$ cat src/rtl/tcam_lookup_engine_if.sv
// Lookup/maintenance bus of the packet-filter TCAM: rule-table writes, bulk clear, keys and results.
// Master drives writes and keys; slave is the TCAM engine.
interface tcam_lookup_engine_if #(
    parameter int C_TCAM_ADDR_WIDTH = 4,
    parameter int C_TCAM_DATA_WIDTH = 16
);
    logic                         WE;
    logic [C_TCAM_ADDR_WIDTH-1:0] WR_ADDR;
    logic                         WR_VALID;
    logic [C_TCAM_DATA_WIDTH-1:0] DIN;
    logic [C_TCAM_DATA_WIDTH-1:0] DATA_MASK;
    logic                         CLR;
    logic                         BUSY;
    logic                         WR_DROP;
    logic                         CMP_VALID;
    logic [C_TCAM_DATA_WIDTH-1:0] CMP_DIN;
    logic [C_TCAM_DATA_WIDTH-1:0] CMP_DATA_MASK;
    logic                         MATCH_VALID;
    logic                         MATCH;
    logic [C_TCAM_ADDR_WIDTH-1:0] MATCH_ADDR;
    logic                         MULTIPLE_MATCH;

    modport master (
        output WE, WR_ADDR, WR_VALID, DIN, DATA_MASK, CLR,
        output CMP_VALID, CMP_DIN, CMP_DATA_MASK,
        input  BUSY, WR_DROP, MATCH_VALID, MATCH, MATCH_ADDR, MULTIPLE_MATCH
    );

    modport slave (
        input  WE, WR_ADDR, WR_VALID, DIN, DATA_MASK, CLR,
        input  CMP_VALID, CMP_DIN, CMP_DATA_MASK,
        output BUSY, WR_DROP, MATCH_VALID, MATCH, MATCH_ADDR, MULTIPLE_MATCH
    );
endinterface

$ cat src/rtl/tcam_lookup_engine.sv
// Ternary CAM with per-entry valid bits, invalidate, bulk-clear sweep and multi-match report.
// Latency: writes take effect at the strobe edge; lookups return exactly 2 cycles after CMP_VALID.
// Backpressure: none on lookups; writes and clears presented during the sweep are dropped (WR_DROP).
module tcam_lookup_engine #(
    parameter int C_TCAM_ADDR_WIDTH = 4,
    parameter int C_TCAM_DATA_WIDTH = 16
) (
    input  logic                 CLK,
    input  logic                 RESETN,
    tcam_lookup_engine_if.slave  bus
);
    localparam int AW    = C_TCAM_ADDR_WIDTH;
    localparam int DW    = C_TCAM_DATA_WIDTH;
    localparam int DEPTH = 1 << AW;

    typedef enum logic {ST_IDLE, ST_CLEAR} state_t;

    state_t          state_q, state_d;
    logic [AW-1:0]   cnt_q, cnt_d;
    logic            wr_en;
    logic            wr_drop_d, wr_drop_q;

    logic [DW-1:0]   val_q  [DEPTH];
    logic [DW-1:0]   mask_q [DEPTH];
    logic [DEPTH-1:0] vld_q;

    logic [DEPTH-1:0] hit_dat, hit_q;
    logic            s1_vld, s2_vld;
    logic            enc_hit, enc_multi;
    logic [AW-1:0]   enc_addr;
    logic            match_q, multi_q;
    logic [AW-1:0]   addr_q;

    always_comb begin
        state_d   = state_q;
        cnt_d     = cnt_q;
        wr_en     = 1'b0;
        wr_drop_d = 1'b0;
        case (state_q)
            ST_IDLE: begin
                if (bus.CLR) begin
                    // clear wins over a coincident write
                    state_d   = ST_CLEAR;
                    cnt_d     = '0;
                    wr_drop_d = bus.WE;
                end else begin
                    wr_en = bus.WE;
                end
            end
            ST_CLEAR: begin
                cnt_d     = cnt_q + 1'b1;
                wr_drop_d = bus.WE;
                if (cnt_q == AW'(DEPTH - 1)) state_d = ST_IDLE;
            end
            default: state_d = ST_IDLE;
        endcase
    end

    always_ff @(posedge CLK or negedge RESETN) begin
        if (!RESETN) begin
            state_q   <= ST_IDLE;
            cnt_q     <= '0;
            wr_drop_q <= 1'b0;
        end else begin
            state_q   <= state_d;
            cnt_q     <= cnt_d;
            wr_drop_q <= wr_drop_d;
        end
    end

    always_ff @(posedge CLK or negedge RESETN) begin
        if (!RESETN) begin
            vld_q <= '0;
        end else if (state_q == ST_CLEAR) begin
            vld_q[cnt_q] <= 1'b0;
        end else if (wr_en) begin
            vld_q[bus.WR_ADDR] <= bus.WR_VALID;
        end
    end

    // Entry contents are qualified by vld_q, so they carry no reset.
    always_ff @(posedge CLK) begin
        if (wr_en) begin
            val_q[bus.WR_ADDR]  <= bus.DIN;
            mask_q[bus.WR_ADDR] <= bus.DATA_MASK;
        end
    end

    always_comb begin
        hit_dat = '0;
        for (int i = 0; i < DEPTH; i++) begin
            hit_dat[i] = vld_q[i] &&
                         (&(mask_q[i] | bus.CMP_DATA_MASK | ~(val_q[i] ^ bus.CMP_DIN)));
        end
        if (state_q == ST_CLEAR) hit_dat = '0;
    end

    always_comb begin
        enc_hit   = 1'b0;
        enc_multi = 1'b0;
        enc_addr  = '0;
        for (int i = 0; i < DEPTH; i++) begin
            if (hit_q[i]) begin
                if (enc_hit) enc_multi = 1'b1;
                else         enc_addr  = AW'(i);
                enc_hit = 1'b1;
            end
        end
    end

    always_ff @(posedge CLK or negedge RESETN) begin
        if (!RESETN) begin
            s1_vld  <= 1'b0;
            hit_q   <= '0;
            s2_vld  <= 1'b0;
            match_q <= 1'b0;
            addr_q  <= '0;
            multi_q <= 1'b0;
        end else begin
            s1_vld <= bus.CMP_VALID;
            hit_q  <= hit_dat;
            s2_vld <= s1_vld;
            if (s1_vld) begin
                match_q <= enc_hit;
                addr_q  <= enc_addr;
                multi_q <= enc_multi;
            end
        end
    end

    assign bus.BUSY           = (state_q == ST_CLEAR);
    assign bus.WR_DROP        = wr_drop_q;
    assign bus.MATCH_VALID    = s2_vld;
    assign bus.MATCH          = match_q;
    assign bus.MATCH_ADDR     = addr_q;
    assign bus.MULTIPLE_MATCH = multi_q;
endmodule

$ cat src/flat_wrapper.sv
// flat-port wrapper written by rule: the top's interface ports become plain ports
module tcam_lookup_engine_flat 
#(
    parameter int C_TCAM_ADDR_WIDTH = 4,
    parameter int C_TCAM_DATA_WIDTH = 16
)
  (CLK, RESETN, bus_WE, bus_WR_ADDR, bus_WR_VALID, bus_DIN, bus_DATA_MASK, bus_CLR, bus_CMP_VALID, bus_CMP_DIN, bus_CMP_DATA_MASK, bus_BUSY, bus_WR_DROP, bus_MATCH_VALID, bus_MATCH, bus_MATCH_ADDR, bus_MULTIPLE_MATCH);
  tcam_lookup_engine_if #(.C_TCAM_ADDR_WIDTH(C_TCAM_ADDR_WIDTH), .C_TCAM_DATA_WIDTH(C_TCAM_DATA_WIDTH)) bus_i ();
  input  logic CLK;
  input  logic RESETN;
  input wire logic [$bits(bus_i.WE)-1:0] bus_WE;
  input wire logic [$bits(bus_i.WR_ADDR)-1:0] bus_WR_ADDR;
  input wire logic [$bits(bus_i.WR_VALID)-1:0] bus_WR_VALID;
  input wire logic [$bits(bus_i.DIN)-1:0] bus_DIN;
  input wire logic [$bits(bus_i.DATA_MASK)-1:0] bus_DATA_MASK;
  input wire logic [$bits(bus_i.CLR)-1:0] bus_CLR;
  input wire logic [$bits(bus_i.CMP_VALID)-1:0] bus_CMP_VALID;
  input wire logic [$bits(bus_i.CMP_DIN)-1:0] bus_CMP_DIN;
  input wire logic [$bits(bus_i.CMP_DATA_MASK)-1:0] bus_CMP_DATA_MASK;
  output wire logic [$bits(bus_i.BUSY)-1:0] bus_BUSY;
  output wire logic [$bits(bus_i.WR_DROP)-1:0] bus_WR_DROP;
  output wire logic [$bits(bus_i.MATCH_VALID)-1:0] bus_MATCH_VALID;
  output wire logic [$bits(bus_i.MATCH)-1:0] bus_MATCH;
  output wire logic [$bits(bus_i.MATCH_ADDR)-1:0] bus_MATCH_ADDR;
  output wire logic [$bits(bus_i.MULTIPLE_MATCH)-1:0] bus_MULTIPLE_MATCH;
  assign bus_i.WE = bus_WE;
  assign bus_i.WR_ADDR = bus_WR_ADDR;
  assign bus_i.WR_VALID = bus_WR_VALID;
  assign bus_i.DIN = bus_DIN;
  assign bus_i.DATA_MASK = bus_DATA_MASK;
  assign bus_i.CLR = bus_CLR;
  assign bus_i.CMP_VALID = bus_CMP_VALID;
  assign bus_i.CMP_DIN = bus_CMP_DIN;
  assign bus_i.CMP_DATA_MASK = bus_CMP_DATA_MASK;
  assign bus_BUSY = bus_i.BUSY;
  assign bus_WR_DROP = bus_i.WR_DROP;
  assign bus_MATCH_VALID = bus_i.MATCH_VALID;
  assign bus_MATCH = bus_i.MATCH;
  assign bus_MATCH_ADDR = bus_i.MATCH_ADDR;
  assign bus_MULTIPLE_MATCH = bus_i.MULTIPLE_MATCH;
  tcam_lookup_engine #(.C_TCAM_ADDR_WIDTH(C_TCAM_ADDR_WIDTH), .C_TCAM_DATA_WIDTH(C_TCAM_DATA_WIDTH)) u_core (.CLK(CLK), .RESETN(RESETN), .bus(bus_i));
endmodule
$ cat config.mk
export PLATFORM = sky130hd
export DESIGN_NAME = tcam_lookup_engine_flat
export DESIGN_NICKNAME = d
export VERILOG_FILES = /design/src/rtl/tcam_lookup_engine_if.sv /design/src/rtl/tcam_lookup_engine.sv /design/src/flat_wrapper.sv
export SDC_FILE = /design/constraint.sdc
export NUM_CORES = 1
export LEC_CHECK = 0
export ABC_CLOCK_PERIOD_IN_PS = 10100
export CORE_UTILIZATION = 60
export DETAILED_ROUTE_END_ITERATION = 6
export GPL_TIMING_DRIVEN = 0
export PLACE_DENSITY = 0.76
export REMOVE_ABC_BUFFERS = 1
export SLEW_MARGIN = 25
export SYNTH_ARGS = -nofsm -noshare
export SYNTH_HDL_FRONTEND = slang
export SYNTH_SLANG_ARGS = --single-unit
$ cat constraint.sdc
create_clock -name CLK -period 10.1 [get_ports CLK]
set_clock_uncertainty 0.15 [all_clocks]
set_input_delay 2.02 -clock CLK [delete_from_list [all_inputs] [get_ports CLK]]
set_output_delay 2.02 -clock CLK [all_outputs]
set_load 0.05 [all_outputs]
==> results.py, run 1 <==
metrics = {
    "status": {
        "status": "finished, final reports clean",
    },
    "grt": {
        "overflow": 0,
        "grt_pass1_vias": 11900,
        "grt_antenna_before_repair": 0,
        "grt_pass1_wl_mm": 77.6,
        "grt_max_degree": 36,
        "grt_usage_pct": 28.4,
    },
    "yosys": {
        "synthTopCellsByArea": "edfxtp_1 69%, xnor2_1 10%, nor3_1 6.4%",
        "synth_area_um2": 22200,
        "yosysMostFrequentCell": "edfxtp_1",
        "syn_inst": 1388,
        "synthFlopType": "edfxtp_1",
        "yosysTopAreaCellShare_pct": 69.3,
        "ys_types": 48,
        "ys_seq_area_share_pct": 74.5,
        "yosys_warnings": 0,
        "synth_top_cell_by_area": "edfxtp_1",
        "ys_seq_elements": 558,
        "syn_avg_cell_area_um2": 16.0,
        "synth_edf_count": 512,
        "yosys-top-cells-count": "512 x edfxtp_1, 282 x nor3_1, 257 x xnor2_1, 51 x nor4_1, 46 x dfrtp_1",
        "postSynth.asyncResetShare_pct": 8.24,
    },
    "route": {
        "drtPass1Iterations": 6,
        "drt-total-wl_mm": 52.7,
        "drtAntennaViolNets": 0,
        "drc": 0,
        "vias": 12400,
        "wire_per_inst_um": 26.5,
        "drt_iter0_markers": 1480,
        "avgViaCountPerCell": 6.24,
    },
    "final_layout": {
        "diodes": 0,
        "drive_gt1_share_pct": 9.38,
        "postLayoutCellArea_um2": 25300,
        "syn_to_final_growth_pct": 14.2,
        "fin_nets": 1564,
        "instances_no_fill": 1992,
    },
    "setup_path": {
        "slowest_delay_ps": 1160,
        "slowest_stage": "clkdlybuf4s50_1",
        "startpoint_type": "input port",
        "crit_chain": "clkdlybuf4s50_1, xnor2_1, nor3_1, nor4_1, nand4_1, nor4b_1",
        "path_buf_inv": 1,
        "path_class": "in2reg",
        "cp.arrival_ps": 4990,
        "worstPathMaxFanout": 16,
        "crit_required_ps": 10350,
        "worstSetupEndpointType": "flop",
        "critPathTopFamily": "simple AND/OR/NAND/NOR gates",
    },
    "floorplan": {
        "die_y_um": 194,
        "initial_core_util_pct": 60.7,
        "coreArea_um2": 36500,
        "die_w_um": 194,
        "io_pins": 83,
        "die-area_um2": 37700,
        "row_count": 70,
    },
    "place": {
        "dp_hpwl_mm": 34.7,
        "dpl.cell_count": 1899,
        "portBuffers": 82,
        "dpl_worst_slack_ps": 4750,
        "gp_congestion": 0.844,
        "place_area_um2": 23700,
    },
    "power": {
        "powerDensity_nw_per_um2": 192,
        "peakVddDrop_mv": 0.137,
        "pwr-share-comb_pct": 7.5,
        "p_sw_share_pct": 22.1,
        "p_leak_nw": 7.80,
        "power_mw": 4.85,
        "p_sw_mw": 1.07,
        "power.internal_mw": 3.78,
        "p_clk_share_pct": 39.1,
        "seq_power_share_pct": 53.4,
    },
    "clocking": {
        "path_clk_slew_ps": 60,
        "cts-root-buf": "clkbuf_16",
        "numClockSinks": 558,
        "htreeDepth": 2,
        "clock_path_buffers": 3,
        "clk_latency_ps": 580,
        "cts_tree": "done",
        "numCtsBuffers": 53,
        "cts-resized-gates": 0,
        "post_cts_buffers": 0,
        "ctsHoldBuffers": 0,
    },
    "sta": {
        "fin_ws_ps": 5360,
        "setup_tns_ps": 0,
        "final_max_slew_viol_count": 0,
        "relSlewSlack_pct": 26.7,
        "min_period_ps": 4740,
        "setup_viol": 0,
        "rsz0062_at_grt": "false",
        "fmax_mhz": 211,
        "period_share_pct": 46.9,
        "worstMarginPinSlew_ps": 1090,
        "hold_viol": 0,
    },
    "run": {
        "maxCapViolCount": 0,
    },
    "hold_path": {
        "hp-class": "reg2reg",
    },
}
flip-flops by register name (all words and copies together) (netlist names), 4 cells and up:
register,count
u_core.bus.MATCH_ADDR,4
u_core.cnt_q,4
u_core.hit_q,16
u_core.mask_q,256
u_core.val_q,256
u_core.vld_q,16
metrics by stage:
step	hold slack, ps	util [%]
3_5_place_dp	339	64.9
3_3_place_gp	334	63.3
5_1_grt	372	69.4
6_report	352	69.4
4_1_cts	352	69.4
2_1_floorplan	323	-
power groups by stage:
| stage | combinational [mW] | sequential (mW) | clock (mW) |
|---|---|---|---|
| CTS | 0.363 | 2.59 | 1.91 |
| global route | 0.388 | 2.60 | 2.00 |
| detailed placement | 0.361 | 2.64 | 0 |
| floorplan | 0.166 | 2.64 | 0 |
| finish | 0.364 | 2.59 | 1.90 |
| global placement | 0.344 | 2.64 | 0 |
worst paths after layout:
kind	startpoint	endpoint	slack, ps	cells after the start
hold reg to reg	u_core.vld_q[14]	u_core.vld_q[14]	350	1
setup / recovery	bus_CMP_DIN[1]	u_core.hit_q[12]	5360	6
max in group asynchronous	RESETN	u_core.vld_q[9]	8120	2
setup reg to reg	u_core.bus.BUSY	u_core.mask_q[3][11]	6990	7
min in group asynchronous	RESETN	u_core.bus.MULTIPLE_MATCH	1200	1
hold / removal	u_core.vld_q[14]	u_core.vld_q[14]	350	1
cell families (layout without fill, tap and decap cells):
| group | after synthesis | in the layout | share of synthesized area, % |
|---|---|---|---|
| xor gates and xnor gates | 258 | 258 | 10.2 |
| buffers and inverters | 79 | 215 | 2.30 |
| AOI/OAI and AO/OA | 61 | 61 | 2.31 |
| adders and majority gates | 6 | 6 | 0.316 |
| and+or+nand+nor | 426 | 426 | 10.4 |
| DFF | 558 | 558 | 74.5 |
worst register-to-register path, stage by stage (launching register included):
cell and delay [ps]:
dfrtp_2 640, nor2_1 260, and2_1 240, nand3_1 310, nor3_2 490, buf_4 290
buf_4 220, buf_4 210
area by class of cell:
| cell class | instances | area (um2) |
|---|---|---|
| Sequential cell | 558 | 16500 |
| Fill cell | 2313 | 11200 |
| Multi-Input combinational cell | 751 | 5300 |
| Clock buffer | 67 | 1420 |
| Timing Repair Buffer | 113 | 1250 |
| Tap cell | 468 | 586 |
| Clock inverter | 26 | 220 |
| Inverter | 9 | 33.8 |
routing by layer:
| layer | global-route usage (%) | vias to the layer above | routed length, um |
|---|---|---|---|
| met4 | 10.3 | 0 | 1770 |
| met3 | 4.80 | 109 | 4970 |
| met5 | 0 | - | 0 |
| li1 | - | 5473 | - |
| met1 | 40.0 | 6160 | 20600 |
| met2 | 45.2 | 692 | 25400 |
cell usage in the layout, fill, tap and decap left out, types with 6 or more instances in the layout:
| cell | instances |
|---|---|
| nor2_1 | 15 |
| o22a_1 | 16 |
| buf_4 | 15 |
| nor4b_1 | 14 |
| nand2_1 | 11 |
| nor4_2 | 6 |
| clkinv_1 | 11 |
| dfrtp_1 | 45 |
| nor3_1 | 278 |
| clkinv_2 | 9 |
| buf_16 | 8 |
| clkbuf_1 | 12 |
| clkbuf_16 | 55 |
| nand3_1 | 6 |
| buf_2 | 9 |
| edfxtp_1 | 512 |
| clkdlybuf4s50_1 | 73 |
| inv_1 | 9 |
| nor2_4 | 12 |
| nor4_1 | 45 |
| a22oi_1 | 13 |
| nand4_1 | 17 |
| buf_12 | 6 |
| xnor2_1 | 257 |
Power figures use the tool's default switching activity.
==> run 2, diff against run 1 <==
--- a/config.mk
+++ b/config.mk
@@ -5,11 +5,11 @@
 export SDC_FILE = /design/constraint.sdc
 export NUM_CORES = 1
 export LEC_CHECK = 0
-export ABC_CLOCK_PERIOD_IN_PS = 10100
-export CORE_UTILIZATION = 60
+export ABC_CLOCK_PERIOD_IN_PS = 3800
+export CORE_UTILIZATION = 55
 export DETAILED_ROUTE_END_ITERATION = 6
 export GPL_TIMING_DRIVEN = 0
-export PLACE_DENSITY = 0.76
+export PLACE_DENSITY = 0.73
 export REMOVE_ABC_BUFFERS = 1
 export SLEW_MARGIN = 25
 export SYNTH_ARGS = -nofsm -noshare
==> constraint.sdc (replaced) <==
create_clock -name CLK -period 3.8 [get_ports CLK]
set_clock_uncertainty 0.15 [all_clocks]
set_input_delay 0.76 -clock CLK [delete_from_list [all_inputs] [get_ports CLK]]
set_output_delay 0.76 -clock CLK [all_outputs]
set_load 0.05 [all_outputs]
==> run 2 against run 1 <==
Compared with the run above:
- sequential cell count unchanged
- count of clock-buffer cells in the layout unchanged
- global-route usage down 2.4 points
- critical path depth unchanged
- sequential share of layout area down 0.36 points
- non-clock buffer count up 2
- highest routed layer unchanged
==> results.py, run 2 (synthesis gave the netlist of run 1 again) <==
metrics = {
    "status": {
        "status": "finished, final reports clean",
    },
    "final_layout": {
        "postLayoutCellArea_um2": 25500,
        "layout_common_cells": "512 x edfxtp_1, 278 x nor3_1, 257 x xnor2_1, 75 x clkdlybuf4s50_1, 55 x clkbuf_16",
        "layout_commonest_cell": "edfxtp_1",
        "diodes": 0,
        "syn_to_final_growth_pct": 14.9,
        "fin_nets": 1568,
        "largestRegisters": "u_core.mask_q: 256 flops, u_core.val_q: 256 flops",
        "post-route-util_pct": 64.1,
        "drive_gt1_share_pct": 9.90,
    },
    "place": {
        "place_area_um2": 23800,
        "portBuffers": 82,
        "dp_hpwl_mm": 35.2,
        "dpl_worst_slack_ps": -172,
        "gp_congestion": 0.884,
    },
    "route": {
        "drt_iter0_markers": 1137,
        "drtPass1Iterations": 6,
        "drt-total-wl_mm": 52.9,
        "drtAntennaViolNets": 0,
        "avgViaCountPerCell": 5.93,
        "drc": 0,
        "wire_per_inst_um": 25.6,
        "vias": 12200,
    },
    "setup_path": {
        "cp.arrival_ps": 3750,
        "worstSetupEndpointType": "flop",
        "startpoint_type": "input port",
        "worstPathMaxFanout": 16,
        "crit_required_ps": 4070,
        "path_class": "in2reg",
    },
    "floorplan": {
        "die_w_um": 203,
        "coreArea_um2": 39700,
        "die_y_um": 203,
        "initial_core_util_pct": 55.8,
        "die-area_um2": 41100,
        "io_pins": 83,
        "row_count": 73,
    },
    "sta": {
        "worstMarginPinSlew_ps": 1090,
        "rsz0062_at_grt": "false",
        "setup_tns_ps": 0,
        "fin_ws_ps": 320,
        "period_share_pct": 91.6,
        "min_period_ps": 3480,
        "setup_viol": 0,
        "hold_viol": 0,
        "fmax_mhz": 287,
        "final_max_slew_viol_count": 0,
        "relSlewSlack_pct": 27.3,
    },
    "power": {
        "powerDensity_nw_per_um2": 507,
        "power_mw": 12.9,
        "p_leak_nw": 7.83,
        "peakVddDrop_mv": 0.435,
    },
    "clocking": {
        "numClockSinks": 558,
        "clock_path_buffers": 3,
        "cts_tree": "done",
        "numCtsBuffers": 55,
        "clk_latency_ps": 600,
        "cts-resized-gates": 0,
        "cts-root-buf": "clkbuf_16",
        "path_clk_slew_ps": 60,
        "htreeDepth": 2,
    },
    "hold_path": {
        "hp-class": "reg2reg",
    },
    "run": {
        "maxCapViolCount": 0,
    },
    "grt": {
        "grt_pass1_vias": 11900,
        "grt_pass1_wl_mm": 77.0,
        "grt_max_degree": 36,
        "overflow": 0,
        "grt_usage_pct": 26.0,
        "grt_antenna_before_repair": 0,
    },
}
[run 2: path summary, 6_finish.rpt]
check,end,depth (start not counted),slack [ps],startpoint
worst min-delay path,u_core.vld_q[3],1,360,u_core.vld_q[3]
min in group asynchronous,u_core.bus.MULTIPLE_MATCH,2,460,RESETN
worst max-delay path,u_core.hit_q[12],6,320,bus_CMP_DIN[13]
worst max register to register,u_core.mask_q[3][11],7,740,u_core.bus.BUSY
max in group asynchronous,u_core.vld_q[8],3,2560,RESETN
worst min register to register,u_core.vld_q[3],1,360,u_core.vld_q[3]
[run 2: report_power, final]
group,internal (mW),switching [mW]
combinational,0.364,0.613
clock,2.80,2.26
sequential,6.79,0.101
total,9.96,2.97
[run 2: routing by layer]
layer	part of all wire, %	global-route usage (%)
met1	41	35.5
met2	49	42.6
met3	7.3	4.59
met4	3.0	8.94
met5	0	0
[run 2: final cells by class]
cell class                 instances  area (um2)
tap                              525         657
fill                            2744       14300
sequential                       558       16500
multi-input combinational        751        5300
timing repair buffer             115        1300
inverter                           9        33.8
clock inverter                    36         245
clock buffer                      67        1420
[run 2: per-stage QoR]
step,hold slack [ps],instances
3_5_place_dp,340,1957
3_3_place_gp,337,1925
6_report,359,2061
2_1_floorplan,314,1318
4_1_cts,354,2061
5_1_grt,374,2061
[run 2: critical path, cell delays in order]
cell,delay [ps]
clkdlybuf4s50_1,1180
xnor2_1,190
nor3_1,120
nor4_1,750
nand4_1,170
nor4b_1,560
[run 2: timing repair]
item / in CTS / in global routing
hold buffers: 1 / 0
endpoints found under the hold margin: 14 / 0
buffers inserted: 0 / 0
==> run 3, diff against run 2 <==
--- a/config.mk
+++ b/config.mk
@@ -5,6 +5,7 @@
 export SDC_FILE = /design/constraint.sdc
 export NUM_CORES = 1
 export LEC_CHECK = 0
+export ABC_AREA = 1
 export ABC_CLOCK_PERIOD_IN_PS = 3800
 export CORE_UTILIZATION = 55
 export DETAILED_ROUTE_END_ITERATION = 6
==> run 3 against run 2 <==
Compared with the run above:
- die area up 2.7%
- combinational power down 0.5%
- sequential share of layout area down 1.5 points
- synthesized cell count is 30% higher
- register-to-register slack better by 340 ps
- utilization is 0.26 points lower
- critical path depth is 5 lower
- worst setup slack improved by 550 ps
- sequential power barely moved
==> results.py, run 3 <==
metrics = {
    "yosys": {
        "yosysMostFrequentCell": "edfxtp_1",
        "yosysTopAreaCellShare_pct": 67.5,
        "synth_area_um2": 22800,
        "postSynth.asyncResetShare_pct": 8.24,
        "syn_avg_cell_area_um2": 12.7,
        "ys_types": 45,
        "syn_inst": 1799,
        "yosys-top-cells-count": "512 x edfxtp_1, 340 x nor2_1, 236 x nand2_1, 99 x xnor2_1, 85 x nor3_1",
        "yosys_warnings": 0,
        "synth_edf_count": 512,
        "synth_top_cell_by_area": "edfxtp_1",
        "synthFlopType": "edfxtp_1",
        "ys_seq_area_share_pct": 72.5,
        "ys_seq_elements": 558,
        "synthTopCellsByArea": "edfxtp_1 67%, nor2_1 5.6%, dfrtp_1 5.1%",
    },
    "route": {
        "dr_wl_met2_mm": 25.7,
        "vias": 14400,
        "drt-total-wl_mm": 55.5,
        "highest_layer": "met4",
        "drt_iter0_markers": 1876,
        "drtPass1Iterations": 5,
        "drtAntennaViolNets": 0,
        "wl_met1_mm": 23.0,
        "avgViaCountPerCell": 5.86,
        "drc": 0,
        "wl_met3_mm": 4.75,
        "wire_per_inst_um": 22.6,
    },
    "clocking": {
        "clk_latency_ps": 610,
        "cts_tree": "done",
        "numCtsBuffers": 55,
        "numClockSinks": 558,
        "clock_path_buffers": 3,
        "cts-root-buf": "clkbuf_16",
        "path_clk_slew_ps": 60,
        "htreeDepth": 2,
        "cts-resized-gates": 0,
    },
    "final_layout": {
        "largestRegisters": "u_core.mask_q: 256 flops, u_core.val_q: 256 flops",
        "postLayoutCellArea_um2": 26100,
        "diodes": 0,
        "layout_common_cells": "512 x edfxtp_1, 324 x nor2_1, 235 x nand2_1, 99 x xnor2_1, 85 x nor3_1",
        "layout_commonest_cell": "edfxtp_1",
        "instances_no_fill": 2461,
        "syn_to_final_growth_pct": 14.5,
        "post-route-util_pct": 63.9,
        "fin_nets": 1964,
        "fillCellCount": 2924,
        "drive_gt1_share_pct": 7.83,
    },
    "floorplan": {
        "io_pins": 83,
        "die-area_um2": 42200,
        "die_w_um": 206,
        "coreArea_um2": 40800,
        "die_y_um": 206,
        "row_count": 74,
        "initial_core_util_pct": 55.8,
    },
    "sta": {
        "timing.hold.ws_ps": 342,
        "fmax_mhz": 341,
        "min_period_ps": 2930,
        "fin_ws_ps": 871,
        "worstMarginPinSlew_ps": 970,
        "period_share_pct": 77.1,
        "hold_viol": 0,
        "final_max_slew_viol_count": 0,
        "setup_viol": 0,
        "setup_tns_ps": 0,
        "relSlewSlack_pct": 35.1,
        "rsz0062_at_grt": "false",
    },
    "place": {
        "dpl.cell_count": 2360,
        "place_area_um2": 24400,
        "portBuffers": 82,
        "dp_hpwl_mm": 36.9,
        "dpl_worst_slack_ps": 179,
        "gp_congestion": 0.850,
    },
    "setup_path": {
        "crit_required_ps": 2890,
        "startpoint_type": "flop",
        "path_class": "reg2out",
        "worstPathMaxFanout": 10,
        "slowest_stage": "clkdlybuf4s50_1",
        "slowest_delay_ps": 870,
        "r2r_slack_ps": 1080,
        "path_buf_inv": 1,
        "crit_chain": "clkdlybuf4s50_1",
        "cp.depth": 1,
        "critPathTopFamily": "buffers and inverters",
        "cp.arrival_ps": 2020,
        "worstSetupEndpointType": "primary output",
        "rr_worst_depth": 4,
    },
    "grt": {
        "overflow": 0,
        "grt_max_degree": 33,
        "grt_pass1_vias": 13600,
        "grt_antenna_before_repair": 0,
        "grt_usage_pct": 26.7,
        "grt_pass1_wl_mm": 81.8,
    },
    "power": {
        "peakVddDrop_mv": 0.394,
        "p_leak_nw": 8.88,
        "powerDensity_nw_per_um2": 498,
        "power_mw": 13.0,
    },
    "hold_path": {
        "min_path_cells": 2,
        "hp-class": "reg2reg",
    },
    "run": {
        "maxCapViolCount": 0,
    },
    "status": {
        "status": "finished, final reports clean",
    },
}
==> run 3: cell count changes after synthesis, sizes merged, moves of 42 or more <==
cell / change
a21oi: +60
inv: +51
nand2: +229
nand3: +74
nor2: +319
nor3: -196
nor4: -52
o21ai: +42
o31ai: +67
xnor2: -158
==> run 3: worst paths after layout <==
check,from,endpoint
max reg2reg,u_core.bus.BUSY,u_core.val_q[9][10]
min,u_core.bus.MATCH_ADDR[3],u_core.bus.MATCH_ADDR[3]
min in group asynchronous,RESETN,u_core.bus.MATCH_ADDR[1]
max in group asynchronous,RESETN,u_core.vld_q[7]
max,u_core.bus.BUSY,bus_BUSY
min reg2reg,u_core.bus.MATCH_ADDR[3],u_core.bus.MATCH_ADDR[3]
==> run 3: what timing repair did <==
| item | in CTS | in global routing |
|---|---|---|
| hold buffers | 1 | 0 |
| setup endpoints to repair | 0 | 0 |
| setup buffers | 0 | 0 |
| hold endpoints to repair | 18 | 0 |
==> run 3: final cells by class <==
| type | count | area [um2] | share of cell area, % |
|---|---|---|---|
| Clock buffer | 70 | 1450 | 5.58 |
| Multi-Input combinational cell | 1109 | 5740 | 22.0 |
| Sequential cell | 558 | 16500 | 63.4 |
| Clock inverter | 30 | 243 | 0.931 |
| Timing Repair Buffer | 101 | 1220 | 4.66 |
| Tap cell | 532 | 666 | 2.55 |
| Inverter | 61 | 229 | 0.878 |
==> run 3: logic make-up after synthesis <==
kind of cell / after synthesis / share of synthesized area, %
and+or+nand+nor: 778 / 14.4
adders and majority gates: 4 / 0.220
xor gates and xnor gates: 99 / 3.81
AOI/OAI and AO/OA: 228 / 6.23
buffers and inverters: 132 / 2.80
DFF: 558 / 72.5
==> run 3: routing by layer <==
layer	global-route usage, %	vias up
met4	10.8	0
met2	40.9	658
met3	4.53	99
met5	0	-
met1	38.3	7043
li1	-	6622
==> run 3: report_power, final <==
part	switching [mW]	internal (mW)	leakage [nW]
registers	0.0698	6.79	5.21
logic	0.682	0.290	2.83
clock network	2.24	2.91	0.833
total	3.00	9.99	8.88
